## src/rtl/traffic_controller_nway.sv

```systemverilog
// N-direction intersection controller: GREEN -> YELLOW -> ALL_RED rotation with optional
// demand actuation and emergency pre-emption. Lamp codes are registered from the next phase/direction.
module traffic_controller_nway #(
    parameter int NUM_DIR      = 4,
    parameter int GREEN_TICKS  = 20,
    parameter int YELLOW_TICKS = 4,
    parameter int ALLRED_TICKS = 2,
    parameter int ACTUATED     = 0,
    localparam int DIR_W       = $clog2(NUM_DIR)
) (
    input  logic                 clk,
    input  logic                 reset,
    input  logic                 tick_en,
    input  logic [NUM_DIR-1:0]   car_req,
    input  logic                 emerg_req,
    input  logic [DIR_W-1:0]     emerg_dir,
    output logic [2*NUM_DIR-1:0] lights,
    output logic [DIR_W-1:0]     cur_dir,
    output logic [1:0]           phase,
    output logic                 emerg_act
);

    localparam int MAX_TICKS = (GREEN_TICKS > YELLOW_TICKS)
                             ? ((GREEN_TICKS > ALLRED_TICKS) ? GREEN_TICKS : ALLRED_TICKS)
                             : ((YELLOW_TICKS > ALLRED_TICKS) ? YELLOW_TICKS : ALLRED_TICKS);
    localparam int TW = (MAX_TICKS > 1) ? $clog2(MAX_TICKS) : 1;

    // Encodings double as the externally visible phase code.
    typedef enum logic [1:0] {
        PH_ALL_RED = 2'b00,
        PH_YELLOW  = 2'b01,
        PH_GREEN   = 2'b10
    } phase_t;

    phase_t               phase_q, phase_d;
    logic [DIR_W-1:0]     dir_q, dir_d;
    logic [TW-1:0]        timer_q, timer_d;
    logic [NUM_DIR-1:0]   pending_q, pending_d;
    logic                 act_q, act_d;
    logic                 hold_q, hold_d;
    logic [2*NUM_DIR-1:0] lights_q, lights_d;

    logic [NUM_DIR-1:0]   eff_pending;
    logic [NUM_DIR-1:0]   clear_mask;
    logic                 emerg_valid;
    logic                 go_green;
    logic [DIR_W-1:0]     green_dir;
    logic [DIR_W-1:0]     next_fixed;
    logic [DIR_W-1:0]     scan_dir;
    logic [DIR_W-1:0]     cand;
    logic                 scan_found;

    function automatic logic [DIR_W-1:0] wrap_inc(input logic [DIR_W-1:0] d);
        return (d == DIR_W'(NUM_DIR - 1)) ? '0 : d + DIR_W'(1);
    endfunction

    always_ff @(posedge clk or negedge reset) begin
        if (!reset) begin
            phase_q   <= PH_ALL_RED;
            dir_q     <= DIR_W'(NUM_DIR - 1);
            timer_q   <= TW'(ALLRED_TICKS - 1);
            pending_q <= '0;
            act_q     <= 1'b0;
            hold_q    <= 1'b0;
            lights_q  <= '0;
        end else begin
            phase_q   <= phase_d;
            dir_q     <= dir_d;
            timer_q   <= timer_d;
            pending_q <= pending_d;
            act_q     <= act_d;
            hold_q    <= hold_d;
            lights_q  <= lights_d;
        end
    end

    // Demand scan looks at this cycle's requests too, so a waiting ALL_RED leaves immediately.
    always_comb begin
        eff_pending = pending_q | car_req;
        emerg_valid = emerg_req && ({1'b0, emerg_dir} < (DIR_W + 1)'(NUM_DIR));
        next_fixed  = wrap_inc(dir_q);
        scan_found  = 1'b0;
        scan_dir    = dir_q;
        cand        = dir_q;
        for (int k = 0; k < NUM_DIR; k++) begin
            cand = wrap_inc(cand);
            if (!scan_found && eff_pending[cand]) begin
                scan_found = 1'b1;
                scan_dir   = cand;
            end
        end
    end

    always_comb begin
        phase_d    = phase_q;
        dir_d      = dir_q;
        timer_d    = timer_q;
        act_d      = act_q;
        hold_d     = hold_q;
        go_green   = 1'b0;
        green_dir  = dir_q;
        clear_mask = '0;

        case (phase_q)
            PH_ALL_RED: begin
                if (timer_q == '0 && (tick_en || hold_q)) begin
                    if (emerg_valid) begin
                        go_green  = 1'b1;
                        green_dir = emerg_dir;
                        act_d     = 1'b1;
                    end else if (ACTUATED == 0) begin
                        go_green  = 1'b1;
                        green_dir = next_fixed;
                    end else if (scan_found) begin
                        go_green  = 1'b1;
                        green_dir = scan_dir;
                    end else begin
                        hold_d = 1'b1;
                    end
                end else if (tick_en && timer_q != '0) begin
                    timer_d = timer_q - TW'(1);
                end
            end
            PH_GREEN: begin
                if (emerg_valid && emerg_dir != dir_q) begin
                    phase_d = PH_YELLOW;
                    timer_d = TW'(YELLOW_TICKS - 1);
                    act_d   = 1'b0;
                end else if (emerg_valid) begin
                    act_d = 1'b1;
                end else if (act_q) begin
                    // Emergency withdrawn: leave at once rather than finishing the GREEN.
                    phase_d = PH_YELLOW;
                    timer_d = TW'(YELLOW_TICKS - 1);
                    act_d   = 1'b0;
                end else if (tick_en) begin
                    if (timer_q == '0) begin
                        phase_d = PH_YELLOW;
                        timer_d = TW'(YELLOW_TICKS - 1);
                    end else begin
                        timer_d = timer_q - TW'(1);
                    end
                end
            end
            PH_YELLOW: begin
                if (tick_en) begin
                    if (timer_q == '0) begin
                        phase_d = PH_ALL_RED;
                        timer_d = TW'(ALLRED_TICKS - 1);
                    end else begin
                        timer_d = timer_q - TW'(1);
                    end
                end
            end
            default: begin
                phase_d = PH_ALL_RED;
                timer_d = TW'(ALLRED_TICKS - 1);
                act_d   = 1'b0;
            end
        endcase

        if (go_green) begin
            phase_d               = PH_GREEN;
            dir_d                 = green_dir;
            timer_d               = TW'(GREEN_TICKS - 1);
            hold_d                = 1'b0;
            clear_mask[green_dir] = 1'b1;
        end
    end

    // Clear wins over a coincident set for the direction entering GREEN.
    always_comb begin
        pending_d = (pending_q | car_req) & ~clear_mask;
        lights_d  = '0;
        case (phase_d)
            PH_GREEN:  lights_d[{dir_d, 1'b0} +: 2] = 2'b10;
            PH_YELLOW: lights_d[{dir_d, 1'b0} +: 2] = 2'b01;
            default:   lights_d = '0;
        endcase
    end

    assign lights    = lights_q;
    assign cur_dir   = dir_q;
    assign phase     = phase_q;
    assign emerg_act = act_q;

endmodule
```

## config.mk

```make
export PLATFORM = sky130hd
export DESIGN_NAME = traffic_controller_nway
export DESIGN_NICKNAME = d
export VERILOG_FILES = /design/src/rtl/traffic_controller_nway.sv
export SDC_FILE = /design/constraint.sdc
export NUM_CORES = 1
export LEC_CHECK = 0
export BUFFER_PORTS_ARGS = -buffer_cell sky130_fd_sc_hd__buf_2
export CELL_PAD_IN_SITES_DETAIL_PLACEMENT = 2
export CELL_PAD_IN_SITES_GLOBAL_PLACEMENT = 2
export CORE_AREA = 4 4 71 53
export CTS_CLUSTER_DIAMETER = 30
export DETAILED_ROUTE_END_ITERATION = 16
export DIE_AREA = 0 0 75 57
export GPL_TIMING_DRIVEN = 0
export PLACE_DENSITY_LB_ADDON = 0.1
export SLEW_MARGIN = 30
export SYNTH_ARGS = -nofsm -noshare
export SYNTH_HDL_FRONTEND = slang
export SYNTH_SLANG_ARGS = --single-unit
```

## constraint.sdc

```tcl
create_clock -name clk -period 4.58 [get_ports clk]
set_input_delay 0 -clock clk [delete_from_list [all_inputs] [get_ports clk]]
set_output_delay 0 -clock clk [all_outputs]
set_load 0.01 [all_outputs]
```

==> reports/results.ini <==
[grt]
overflow=0
grt_pass1_wl_mm=4.76
grt_use_total=0.146
grt_antenna_before_repair=0
grt_pass1_vias=953
grt_max_degree=19

[route]
highest_layer=met4
route.detailed.drc=0
vias=896
drt_wl_total_mm=2.82
wl_met3_um=164
drt_iter0_markers=16
detail_route.wl_per_cell_um=17.2
dr.pass1.iters=4
route.met2.wl_mm=1.12
viasPerCell=5.46
ant_nets=0
m1WireLength_mm=1.51

[logic_synthesis]
yosysWarnings=0
syn_avg_cell_area_um2=10.5
syn_nets=123
synth-seq-cells=18
synthCells=103
synth_area_um2=1080
synth.distinct_cells=37
ys_seq_area_frac=0.419

[pwr]
p_leak_nw=0.606
pwr_density_cell_nw_per_um2=685
irDropWorstVdd_v=0.000241

[clocking]
ctsHtreeMaxLevel=1
cts_hold_buf=1
clock_sinks=18
root_buffer=clkbuf_8
tritoncts=built
cts_buffers=3
clkTransAtPathRegs_ps=70
cts_setup_buffers=0
clk_latency_ps=250
post_cts_resized=0
clockBufferDepth=2

[final_layout]
syn_to_final_growth_pct=18.7
antennaDiodeCount=0
finalNetCount=147
layout-drive-gt1-share=0.278
final_cell_area_um2=1290
n_fill_cell=332

[die]
start_util=0.351
die_x_um=75
die_area_um2=4280
io_pins=23
coreArea_um2=3080
row_count=17
die_y_um=57

[job]
cap_violations=0

[timing]
setup_viol=0
period_share=0.666
post-route-min-period_ps=3050
fin_setup_tns_ps=0
worstMarginPinSlew_ps=593
hold_violations=0
rsz0062_at_grt=no
max_slew_margin=0.603
finalMaxSlewViolations=0
fmax_mhz=328
final.setup_skew_ps=1.21

[placed_design]
placed_cell_area_um2=1220
hpwl_mm=2.20
place.gp.congestion=0.799
port-buffer-count=18

[hold_path]
hp-class=primary input to async pin

[critical_path]
r2r-start=timer_q[1]
worstPathRequired_ps=4780
critPathArrivalTime_ps=3250
slowest_delay_ps=450
crit_path_end_kind=flip-flop
cp_max_fo=9
reg2reg_to=lights[7]
critPathKind=flip-flop to flip-flop
reg2reg_slack_ps=1530
crit_chain=inv_1, ha_1, nor4b_4, and2_1, nor2_1, o21ai_0, o2bb2ai_1, ha_1, or2_2, nor3b_1, and3_1
ff2ff_path_depth=11
start_kind=flip-flop
cpMostUsedCell=ha_1
startpoint=timer_q[1]
cpMaxStageDelayCell=nor4b_4

[run_status]
outcome=complete, no violations

## worst max-delay path: cells and delay by family (launching register included)
family | cells | cell delay (ps)
compound gates | 2 | 510
fa+ha+maj | 2 | 470
buf+inv | 1 | 100
flops | 1 | 410
simple gates | 6 | 1480
## worst max path at each step
stage / to / slack, ps / cells past startpoint
2_1_floorplan: lights[6] / 1970 / 11
3_3_place_gp: lights[6] / 1640 / 11
3_5_place_dp: lights[7] / 1550 / 11
4_1_cts: lights[7] / 1500 / 11
5_1_grt: lights[7] / 1190 / 11
6_report: lights[7] / 1530 / 11
## power breakdown
group	total, mW	switching [mW]	internal [mW]
Combinational	0.471	0.279	0.192
Clock	0.134	0.0577	0.0765
Sequential	0.276	0.0595	0.217
## final cells by class
cell class                 count  area (µm²)  share of cell area
buffer                         2        8.76             0.00681
clock buffer                   4        55.1              0.0428
inverter                       6        25.0              0.0195
multi-input combinational     77         596               0.463
sequential                    18         454               0.353
tap                           38        47.5              0.0370
timing repair buffer          19         100              0.0778
## cell families (layout without fill, tap and decap cells)
kind of cell               Yosys count  count (layout)  synth area share
and+or+nand+nor                     36              36             0.236
AOI/OAI and AO/OA                   27              27             0.163
DFF                                 18              18             0.419
adders and majority gates           10              10             0.115
buffers and inverters                8              31            0.0312
xor gates and xnor gates             2               2            0.0162
muxes                                2               2            0.0196
## sequential cells by signal (all words and copies together), names as in the netlist
signal,flops
phase,2
emerg_act,1
lights,8
cur_dir,2
timer_q,5
## metrics by stage
step	std cells	hold WS [ps]	util	setup WS (ps)	total power, mW
floorplan	103	-296	-	1970	0.606
global placement	159	-29.0	0.396	1640	0.723
detailed placement	159	-26.1	0.396	1550	0.751
CTS	164	232	0.417	1500	0.894
global route	164	249	0.417	1190	0.968
finish	164	216	0.417	1530	0.882
## synthesized netlist by cell type, drive strengths merged
master,instances,share of area
mux2i,1,0.0092
nor3b,2,0.014
nor4b,5,0.066
nor3,3,0.014
a31oi,1,0.0058
ha,10,0.12
nand3,1,0.0092
and2b,1,0.0069
a211oi,2,0.014
nand2b,1,0.0058
a21oi,9,0.042
o32ai,1,0.0081
dfrtp,15,0.35
o21a,1,0.014
xor2,2,0.016
nor4bb,1,0.0092
nor2b,3,0.017
o2bb2ai,1,0.0081
nand2,3,0.010
and3,3,0.017
dfstp,3,0.073
nor2,5,0.017
o21ai,7,0.032
and2,1,0.0058
nand3b,2,0.014
o211ai,1,0.0069
clkbuf,1,0.0035
buf,1,0.0046
nor4,3,0.017
mux2,1,0.010
or2,2,0.012
a211o,2,0.016
inv,6,0.023
a22o,2,0.016
## routing by layer
| metal | vias to the layer above | global-route usage |
|---|---|---|
| li1 | 425 | - |
| met1 | 449 | 0.224 |
| met2 | 20 | 0.208 |
| met3 | 2 | 0.0423 |
| met4 | 0 | 0.0152 |
| met5 | - | 0 |
## placed cells by master (no fill, tap or decap), drive strengths merged, types with 2 or more instances in the layout
| cell type | instances |
|---|---|
| nor2 | 5 |
| buf | 19 |
| nor3b | 2 |
| and3 | 3 |
| nand2 | 3 |
| nor4b | 5 |
| xor2 | 2 |
| a211o | 2 |
| ha | 10 |
| nor4 | 3 |
| a22o | 2 |
| nor3 | 3 |
| dfstp | 3 |
| nor2b | 3 |
| clkbuf | 5 |
| o21ai | 7 |
| a211oi | 2 |
| dfrtp | 15 |
| inv | 6 |
| a21oi | 9 |
| or2 | 2 |
| nand3b | 2 |
Power figures use the tool's default switching activity.
